===== src/rtl/fifo_sync_flags_if.sv =====
// fifo_sync_flags_if
//
// Purpose: groups the data/handshake and status signals of fifo_sync_flags
// into one bundle so producers, consumers and the FIFO share a single port.
//
// Signals:
//   flush         producer -> FIFO  synchronous clear of pointers, count, error bits
//   write_data    producer -> FIFO  word to enqueue (DATA_WIDTH)
//   write_enable  producer -> FIFO  write request
//   read_enable   consumer -> FIFO  read request (pop)
//   read_data     FIFO -> consumer  head-of-queue word (DATA_WIDTH)
//   full, empty, almost_full, almost_empty   occupancy flags
//   count         FIFO -> user      occupancy 0..2**ADDRESS_WIDTH (ADDRESS_WIDTH+1 bits)
//   overflow      FIFO -> user      sticky: a write was rejected
//   underflow     FIFO -> user      sticky: a read was rejected
//
// Modports: master = the side that drives requests, slave = the FIFO.

interface fifo_sync_flags_if #(
    parameter int DATA_WIDTH    = 8,
    parameter int ADDRESS_WIDTH = 4
);
    logic                     flush;
    logic [DATA_WIDTH-1:0]    write_data;
    logic                     write_enable;
    logic                     read_enable;
    logic [DATA_WIDTH-1:0]    read_data;
    logic                     full;
    logic                     empty;
    logic                     almost_full;
    logic                     almost_empty;
    logic [ADDRESS_WIDTH:0]   count;
    logic                     overflow;
    logic                     underflow;

    modport master (
        output flush, write_data, write_enable, read_enable,
        input  read_data, full, empty, almost_full, almost_empty,
               count, overflow, underflow
    );

    modport slave (
        input  flush, write_data, write_enable, read_enable,
        output read_data, full, empty, almost_full, almost_empty,
               count, overflow, underflow
    );
endinterface


===== src/rtl/fifo_sync_flags.sv =====
// fifo_sync_flags
//
// Purpose: single-clock FIFO with full/empty/almost flags, occupancy count,
// sticky overflow/underflow bits and a synchronous flush.
//
// Ports:
//   clk   rising-edge clock
//   rst   asynchronous, active-high reset
//   bus   fifo_sync_flags_if.slave (data, handshake and status signals)
//
// Parameters:
//   DATA_WIDTH          word width
//   ADDRESS_WIDTH       pointer index width
//   FIFO_DEPTH          must equal 2**ADDRESS_WIDTH
//   ALMOST_FULL_LEVEL   almost_full  when count >= this
//   ALMOST_EMPTY_LEVEL  almost_empty when count <= this
//
// Compile-time option:
//   FIFO_REGISTERED_READ_EN  defined: read_data is a register loaded on each
//                            accepted read (data one cycle after the pop),
//                            cleared only by rst.
//                            undefined (default): first-word fall-through,
//                            read_data shows the head word, 0 when empty.

module fifo_sync_flags #(
    parameter int DATA_WIDTH         = 8,
    parameter int ADDRESS_WIDTH      = 4,
    parameter int FIFO_DEPTH         = 2**ADDRESS_WIDTH,
    parameter int ALMOST_FULL_LEVEL  = FIFO_DEPTH - 1,
    parameter int ALMOST_EMPTY_LEVEL = 1
) (
    input  logic               clk,
    input  logic               rst,
    fifo_sync_flags_if.slave   bus
);

    localparam logic [ADDRESS_WIDTH:0] AF_LEVEL = ALMOST_FULL_LEVEL[ADDRESS_WIDTH:0];
    localparam logic [ADDRESS_WIDTH:0] AE_LEVEL = ALMOST_EMPTY_LEVEL[ADDRESS_WIDTH:0];

    // The MSB of each pointer is a wrap bit, so equal indices can be told
    // apart as "empty" (wrap bits equal) or "full" (wrap bits differ).
    logic [ADDRESS_WIDTH:0]   wr_ptr;
    logic [ADDRESS_WIDTH:0]   rd_ptr;
    logic [DATA_WIDTH-1:0]    mem [0:FIFO_DEPTH-1];

    logic [ADDRESS_WIDTH-1:0] wr_index;
    logic [ADDRESS_WIDTH-1:0] rd_index;
    logic [ADDRESS_WIDTH:0]   occupancy;
    logic                     is_full;
    logic                     is_empty;
    logic                     read_accept;
    logic                     write_accept;
    logic                     overflow_q;
    logic                     underflow_q;

    assign wr_index  = wr_ptr[ADDRESS_WIDTH-1:0];
    assign rd_index  = rd_ptr[ADDRESS_WIDTH-1:0];
    assign occupancy = wr_ptr - rd_ptr;
    assign is_empty  = (wr_ptr == rd_ptr);
    assign is_full   = (wr_ptr[ADDRESS_WIDTH] != rd_ptr[ADDRESS_WIDTH]) &&
                       (wr_index == rd_index);

    // Flush drops both requests outright. A write into a full FIFO is still
    // taken when the head is popped in the same cycle, since a slot frees up.
    assign read_accept  = !bus.flush && bus.read_enable && !is_empty;
    assign write_accept = !bus.flush && bus.write_enable && (!is_full || read_accept);

    always_ff @(posedge clk or posedge rst) begin
        if (rst) begin
            wr_ptr <= '0;
            rd_ptr <= '0;
        end else if (bus.flush) begin
            wr_ptr <= '0;
            rd_ptr <= '0;
        end else begin
            if (write_accept) begin
                wr_ptr <= wr_ptr + 1'b1;
            end
            if (read_accept) begin
                rd_ptr <= rd_ptr + 1'b1;
            end
        end
    end

    always_ff @(posedge clk or posedge rst) begin
        if (rst) begin
            overflow_q  <= 1'b0;
            underflow_q <= 1'b0;
        end else if (bus.flush) begin
            overflow_q  <= 1'b0;
            underflow_q <= 1'b0;
        end else begin
            if (bus.write_enable && !write_accept) begin
                overflow_q <= 1'b1;
            end
            if (bus.read_enable && !read_accept) begin
                underflow_q <= 1'b1;
            end
        end
    end

    // No reset on the storage so it can map onto block RAM.
    always_ff @(posedge clk) begin
        if (write_accept) begin
            mem[wr_index] <= bus.write_data;
        end
    end

`ifdef FIFO_REGISTERED_READ_EN
    logic [DATA_WIDTH-1:0] read_data_q;

    // When full with a simultaneous read and write, rd_index equals wr_index;
    // the non-blocking memory write means the old head word is captured here.
    always_ff @(posedge clk or posedge rst) begin
        if (rst) begin
            read_data_q <= '0;
        end else if (read_accept) begin
            read_data_q <= mem[rd_index];
        end
    end

    assign bus.read_data = read_data_q;
`else
    assign bus.read_data = is_empty ? '0 : mem[rd_index];
`endif

    // All flags come from the registered pointers only.
    assign bus.full         = is_full;
    assign bus.empty        = is_empty;
    assign bus.count        = occupancy;
    assign bus.almost_full  = (occupancy >= AF_LEVEL);
    assign bus.almost_empty = (occupancy <= AE_LEVEL);
    assign bus.overflow     = overflow_q;
    assign bus.underflow    = underflow_q;

endmodule


===== src/flat_wrapper.sv =====
// flat-port wrapper written by rule: the top's interface ports become plain ports
module fifo_sync_flags_flat 
#(
    parameter int DATA_WIDTH         = 8,
    parameter int ADDRESS_WIDTH      = 4,
    parameter int FIFO_DEPTH         = 2**ADDRESS_WIDTH,
    parameter int ALMOST_FULL_LEVEL  = FIFO_DEPTH - 1,
    parameter int ALMOST_EMPTY_LEVEL = 1
)
  (clk, rst, bus_flush, bus_write_data, bus_write_enable, bus_read_enable, bus_read_data, bus_full, bus_empty, bus_almost_full, bus_almost_empty, bus_count, bus_overflow, bus_underflow);
  fifo_sync_flags_if #(.DATA_WIDTH(DATA_WIDTH), .ADDRESS_WIDTH(ADDRESS_WIDTH)) bus_i ();
  input  logic clk;
  input  logic rst;
  input wire logic [$bits(bus_i.flush)-1:0] bus_flush;
  input wire logic [$bits(bus_i.write_data)-1:0] bus_write_data;
  input wire logic [$bits(bus_i.write_enable)-1:0] bus_write_enable;
  input wire logic [$bits(bus_i.read_enable)-1:0] bus_read_enable;
  output wire logic [$bits(bus_i.read_data)-1:0] bus_read_data;
  output wire logic [$bits(bus_i.full)-1:0] bus_full;
  output wire logic [$bits(bus_i.empty)-1:0] bus_empty;
  output wire logic [$bits(bus_i.almost_full)-1:0] bus_almost_full;
  output wire logic [$bits(bus_i.almost_empty)-1:0] bus_almost_empty;
  output wire logic [$bits(bus_i.count)-1:0] bus_count;
  output wire logic [$bits(bus_i.overflow)-1:0] bus_overflow;
  output wire logic [$bits(bus_i.underflow)-1:0] bus_underflow;
  assign bus_i.flush = bus_flush;
  assign bus_i.write_data = bus_write_data;
  assign bus_i.write_enable = bus_write_enable;
  assign bus_i.read_enable = bus_read_enable;
  assign bus_read_data = bus_i.read_data;
  assign bus_full = bus_i.full;
  assign bus_empty = bus_i.empty;
  assign bus_almost_full = bus_i.almost_full;
  assign bus_almost_empty = bus_i.almost_empty;
  assign bus_count = bus_i.count;
  assign bus_overflow = bus_i.overflow;
  assign bus_underflow = bus_i.underflow;
  fifo_sync_flags #(.DATA_WIDTH(DATA_WIDTH), .ADDRESS_WIDTH(ADDRESS_WIDTH), .FIFO_DEPTH(FIFO_DEPTH), .ALMOST_FULL_LEVEL(ALMOST_FULL_LEVEL), .ALMOST_EMPTY_LEVEL(ALMOST_EMPTY_LEVEL)) u_core (.clk(clk), .rst(rst), .bus(bus_i));
endmodule

===== config.mk =====
export PLATFORM = sky130hd
export DESIGN_NAME = fifo_sync_flags_flat
export DESIGN_NICKNAME = d
export VERILOG_FILES = /design/src/rtl/fifo_sync_flags_if.sv /design/src/rtl/fifo_sync_flags.sv /design/src/flat_wrapper.sv
export SDC_FILE = /design/constraint.sdc
export NUM_CORES = 1
export LEC_CHECK = 0
export ABC_CLOCK_PERIOD_IN_PS = 4310
export BUFFER_PORTS_ARGS = -buffer_cell sky130_fd_sc_hd__buf_2
export CORE_MARGIN = 1.5
export CORE_UTILIZATION = 35
export CTS_CLUSTER_DIAMETER = 80
export CTS_CLUSTER_SIZE = 10
export DETAILED_ROUTE_END_ITERATION = 16
export HOLD_SLACK_MARGIN = 0.12
export PLACE_DENSITY = 0.51
export SETUP_SLACK_MARGIN = 0.5
export SYNTH_ARGS = -nofsm -noshare
export SYNTH_HDL_FRONTEND = slang
export SYNTH_SLANG_ARGS = --single-unit

===== constraint.sdc =====
create_clock -name clk -period 4.31 [get_ports clk]
set_clock_uncertainty 0.1 [all_clocks]
set_input_delay 0.431 -clock clk [delete_from_list [all_inputs] [get_ports clk]]
set_output_delay 0.431 -clock clk [all_outputs]
set_load 0.05 [all_outputs]

==> results <==
- The number of cells in the design after placement is 557.
- At the end of routability-driven placement, the weighted congestion stood at 0.774.
- Dividing the detail-routed wire length by the instance count gives 21.0 um.
- Cell internal power was estimated by the tool at 0.00253 W.
- The proportion of layout cells with a drive suffix above 1 is 0.233.
- The area of the mapped netlist is 5940 sq um.
- The number of inserted filler cells in the final layout is 1501.
- The share of total power dissipated in the clock network is 0.387.
- In this run the remaining antenna-violating nets after routing total 0.
- STA classifies the critical path startpoint as a register.
- For this run, global-route usage on met2 was measured as 0.242.
- Summed over all cells, the static leakage comes to 2.31 nW.
- The count of TritonRoute iterations in the first routing pass is 6.
- The clock period minus worst slack is 3.49 ns.
- The initial antenna violation count came to 0.
- Entering global routing, the biggest net connects 36 pins.
- The post-synthesis net count is 339.
- The library cell used as clock root buffer is sky130_fd_sc_hd__clkbuf_16.
- Setup slack on the critical path of the routed design comes to 0.819 ns.
- In the global route stage, met3 resource usage came out at 0.0358.
- The count of endpoints failing hold in the final timing report is 0.
- Across the whole layout, storage elements account for 4140 sq um.
- Max-cap violations in this run came to 0.
- Sorting the synthesized cells by area gives the leading types as sky130_fd_sc_hd__edfxtp_1 65%, sky130_fd_sc_hd__mux4_1 7.1%, sky130_fd_sc_hd__mux4_2 6.1%.
- The most common library cell in the layout ignoring fill and taps is sky130_fd_sc_hd__edfxtp_1.
- met2 is the most crowded layer.
- Of the total power, the share spent switching nets is 0.283.
- The first global-routing pass estimated 19200 um of wire.
- The initial utilization of the core area, before any placement, comes to 0.358.
- The final-stage net count is 380.
- The aggregate global-route resource usage is 0.150.
- The largest area contributor in the netlist is sky130_fd_sc_hd__edfxtp_1.
- The worst-case IR drop observed on VDD is 0.000297 V.
- The arrival time at the worst endpoint is 2.96 ns.
- The endpoint type of the worst setup path is a primary output.
- In the final timing run, aggregate negative setup slack is 0 ns.
- Static timing analysis puts the maximum clock frequency at 0.286 GHz.
- The routed wire length is 12300 um.
- The flow ran to the end, and the final reports show no timing, DRC or antenna violations.
- The count of endpoints failing setup in the final report is 0.
- The initial detailed-routing violation count is 231.
- The number of flops mapped to enable cells by yosys is 128.
- The number of clock buffers added by TritonCTS is 17.
- The global route total overflow is 0.
- The worst pin sits at a relative slew slack of 0.448.
- The die outline height is 133 um.
- The count of state elements after synthesis is 140.
- The number of global-route vias before repair is 3205.
- The share of the Yosys chip area taken by registers is 0.698.
- The mean area per synthesized cell is 18.8 sq um.
- In the global route stage, met1 resource usage came out at 0.196.
- The repair_antennas step left the layout with diodes totalling 0.
- The share of total power in combinational logic is 0.187.
- The worst reg-to-reg setup slack is 1.24 ns.
- Counting every instance in the synthesized netlist gives 316.
- The die covers 17800 sq um.
- The number of slew-limit violations in the final report is 0.
- The post-route fraction of the period consumed by the critical path is 0.810.
- After clock tree synthesis, the clock-pin slew on the worst setup and hold paths is 0.06 ns.
- The HPWL after detailed placement is 8390 um.
- For the worst-skew pair, the clock arrives at the later sink with an insertion delay of 0.42 ns.
- Leaving out fill and tap cells, the most frequent cells in the layout are 128 x sky130_fd_sc_hd__edfxtp_1, 31 x sky130_fd_sc_hd__buf_2, 24 x sky130_fd_sc_hd__nor2_1.
- The number of distinct library cells after synthesis is 41.
- Yosys printed 0 warnings.
- Of the total power, registers draw 0.426.
- The number of clock sinks is 140.
- Setup repair after global routing left no endpoint under its margin.
- Pin placement for this block handled 32 I/O pins.
- Summing all multi-input logic gate instances after layout gives 1660 sq um.
- Excluding fillers, the count of instances in the completed layout stands at 589.
- Summing over every cut layer, the via total after detailed routing is 2994.
- The die is 133 um wide.
- The share of synthesized area in the top cell type comes to 0.647.
- The class of the most critical hold timing path is in -> reg.
- The worst endpoint required time is 3.78 ns.
- The top flip-flop cell by instance count after synthesis is sky130_fd_sc_hd__edfxtp_1.
- Once layout is complete, the utilization of the core stands at 0.414.
- The final routed DRC violation total is 0.
- The CTS H-tree depth is 4.
- In the synthesized netlist the async set-or-reset flop fraction comes to 0.0857.
- The standard-cell row count is 47.
- The area added between synthesis and finish is 15.5%.
- The count of input and output buffers is 31.
- The post-detailed-route via-to-cell ratio is 5.08.
- The count of instances resized after the clock tree is built is 0.
- The largest fanout of any net on the critical path is 20.
- The pin slew with the least headroom to its limit is 0.824 ns.
- The core region is 16600 sq um.
- The reported net switching power is 0.00100 W.
- The critical path class is reg -> out.
- Counting along the longest clock path gives a buffer depth of 2.
- OpenSTA, run right after detailed placement, puts the worst setup slack at 1.20 ns.
- For this design the ratio of total power to cell area is 516 nW/um^2.
- TritonCTS built the clock tree.
routing by layer:
| metal | vias up | part of all wire |
|---|---|---|
| li1 | 1367 | - |
| met1 | 1549 | 0.46 |
| met2 | 62 | 0.49 |
| met3 | 16 | 0.033 |
| met4 | 0 | 0.015 |
| met5 | - | 0 |
flip-flops by register name, indices dropped and copies added, names as in the netlist:
| register | count |
|---|---|
| u_core.rd_ptr | 5 |
| u_core.mem | 128 |
| u_core.bus.overflow | 1 |
| u_core.bus.underflow | 1 |
| u_core.wr_ptr | 5 |
synthesized netlist by cell type, types with 2 or more instances:
library cell	instances
sky130_fd_sc_hd__nand3_1	4
sky130_fd_sc_hd__edfxtp_1	128
sky130_fd_sc_hd__nand2_1	2
sky130_fd_sc_hd__clkbuf_1	3
sky130_fd_sc_hd__buf_6	2
sky130_fd_sc_hd__o21ai_0	6
sky130_fd_sc_hd__nand3b_1	2
sky130_fd_sc_hd__nor2b_1	10
sky130_fd_sc_hd__nand2b_1	4
sky130_fd_sc_hd__ha_1	9
sky130_fd_sc_hd__buf_4	4
sky130_fd_sc_hd__buf_2	3
sky130_fd_sc_hd__dfrtp_1	12
sky130_fd_sc_hd__inv_1	8
sky130_fd_sc_hd__or3_1	6
sky130_fd_sc_hd__mux4_2	16
sky130_fd_sc_hd__a211oi_1	16
sky130_fd_sc_hd__xnor2_1	3
sky130_fd_sc_hd__nor2_1	24
sky130_fd_sc_hd__mux4_1	16
sky130_fd_sc_hd__xor2_1	3
sky130_fd_sc_hd__a21oi_1	8
sky130_fd_sc_hd__mux2i_1	9
layout make-up:
class,instances,area share
sequential,140,0.604
multi-input combinational,154,0.242
clock buffer,18,0.0626
tap,220,0.0401
timing repair buffer,35,0.0274
clock inverter,13,0.0184
inverter,9,0.00493
power by group through the flow:
stage,sequential (W),combinational [W],clock (W)
floorplan,0.00154,0.000505,0
global placement,0.00154,0.000667,0
detailed placement,0.00154,0.000669,0
CTS,0.00151,0.000670,0.00139
global route,0.00151,0.000703,0.00144
finish,0.00151,0.000660,0.00137
path summary, 6_finish.rpt:
path / start / to / depth (start not counted)
setup / recovery: u_core.rd_ptr[1] / bus_almost_empty / 8
hold / removal: bus_write_enable / u_core.bus.overflow / 3
setup reg to reg: u_core.rd_ptr[1] / u_core.mem[3][0] / 7
hold reg to reg: u_core.bus.underflow / u_core.bus.underflow / 2
max in group asynchronous: rst / u_core.rd_ptr[4] / 3
min in group asynchronous: rst / u_core.bus.underflow / 3
metrics by stage:
| step | hold slack [ns] | power, W | area, sq um |
|---|---|---|---|
| 6_report | 0.245 | 0.00354 | 6860 |
| 2_1_floorplan | 0.196 | 0.00205 | 5940 |
| 4_1_cts | 0.235 | 0.00357 | 6860 |
| 3_5_place_dp | 0.382 | 0.00220 | 6290 |
| 5_1_grt | 0.265 | 0.00366 | 6860 |
| 3_3_place_gp | 0.386 | 0.00220 | 6290 |
worst max-delay path: stages (launching register included):
cell and delay (ns):
sky130_fd_sc_hd__dfrtp_1 0.33, sky130_fd_sc_hd__buf_4 0.30, sky130_fd_sc_hd__inv_2 0.22, sky130_fd_sc_hd__ha_1 0.36, sky130_fd_sc_hd__nor2b_1 0.14, sky130_fd_sc_hd__o21a_1 0.16, sky130_fd_sc_hd__or3_1 0.36, sky130_fd_sc_hd__a2111oi_2 0.36
sky130_fd_sc_hd__buf_2 0.32
kinds of logic (layout without fill, tap and decap cells):
family          count (synthesis)  count (layout)  share of synthesized area
simple gates                   57              57                     0.0499
xor+xnor                        8               8                     0.0143
compound gates                 38              38                     0.0466
buf+inv                        22              75                     0.0223
mux                            41              41                      0.147
flops                         140             140                      0.698
fa+ha+maj                      10              10                     0.0223
repair_timing:
| action | CTS | global route |
|---|---|---|
| hold endpoints to repair | 12 | 0 |
| setup buffers | 0 | 0 |
| hold buffers | 1 | 0 |
Note: power is estimated with default switching activity, not from simulation.
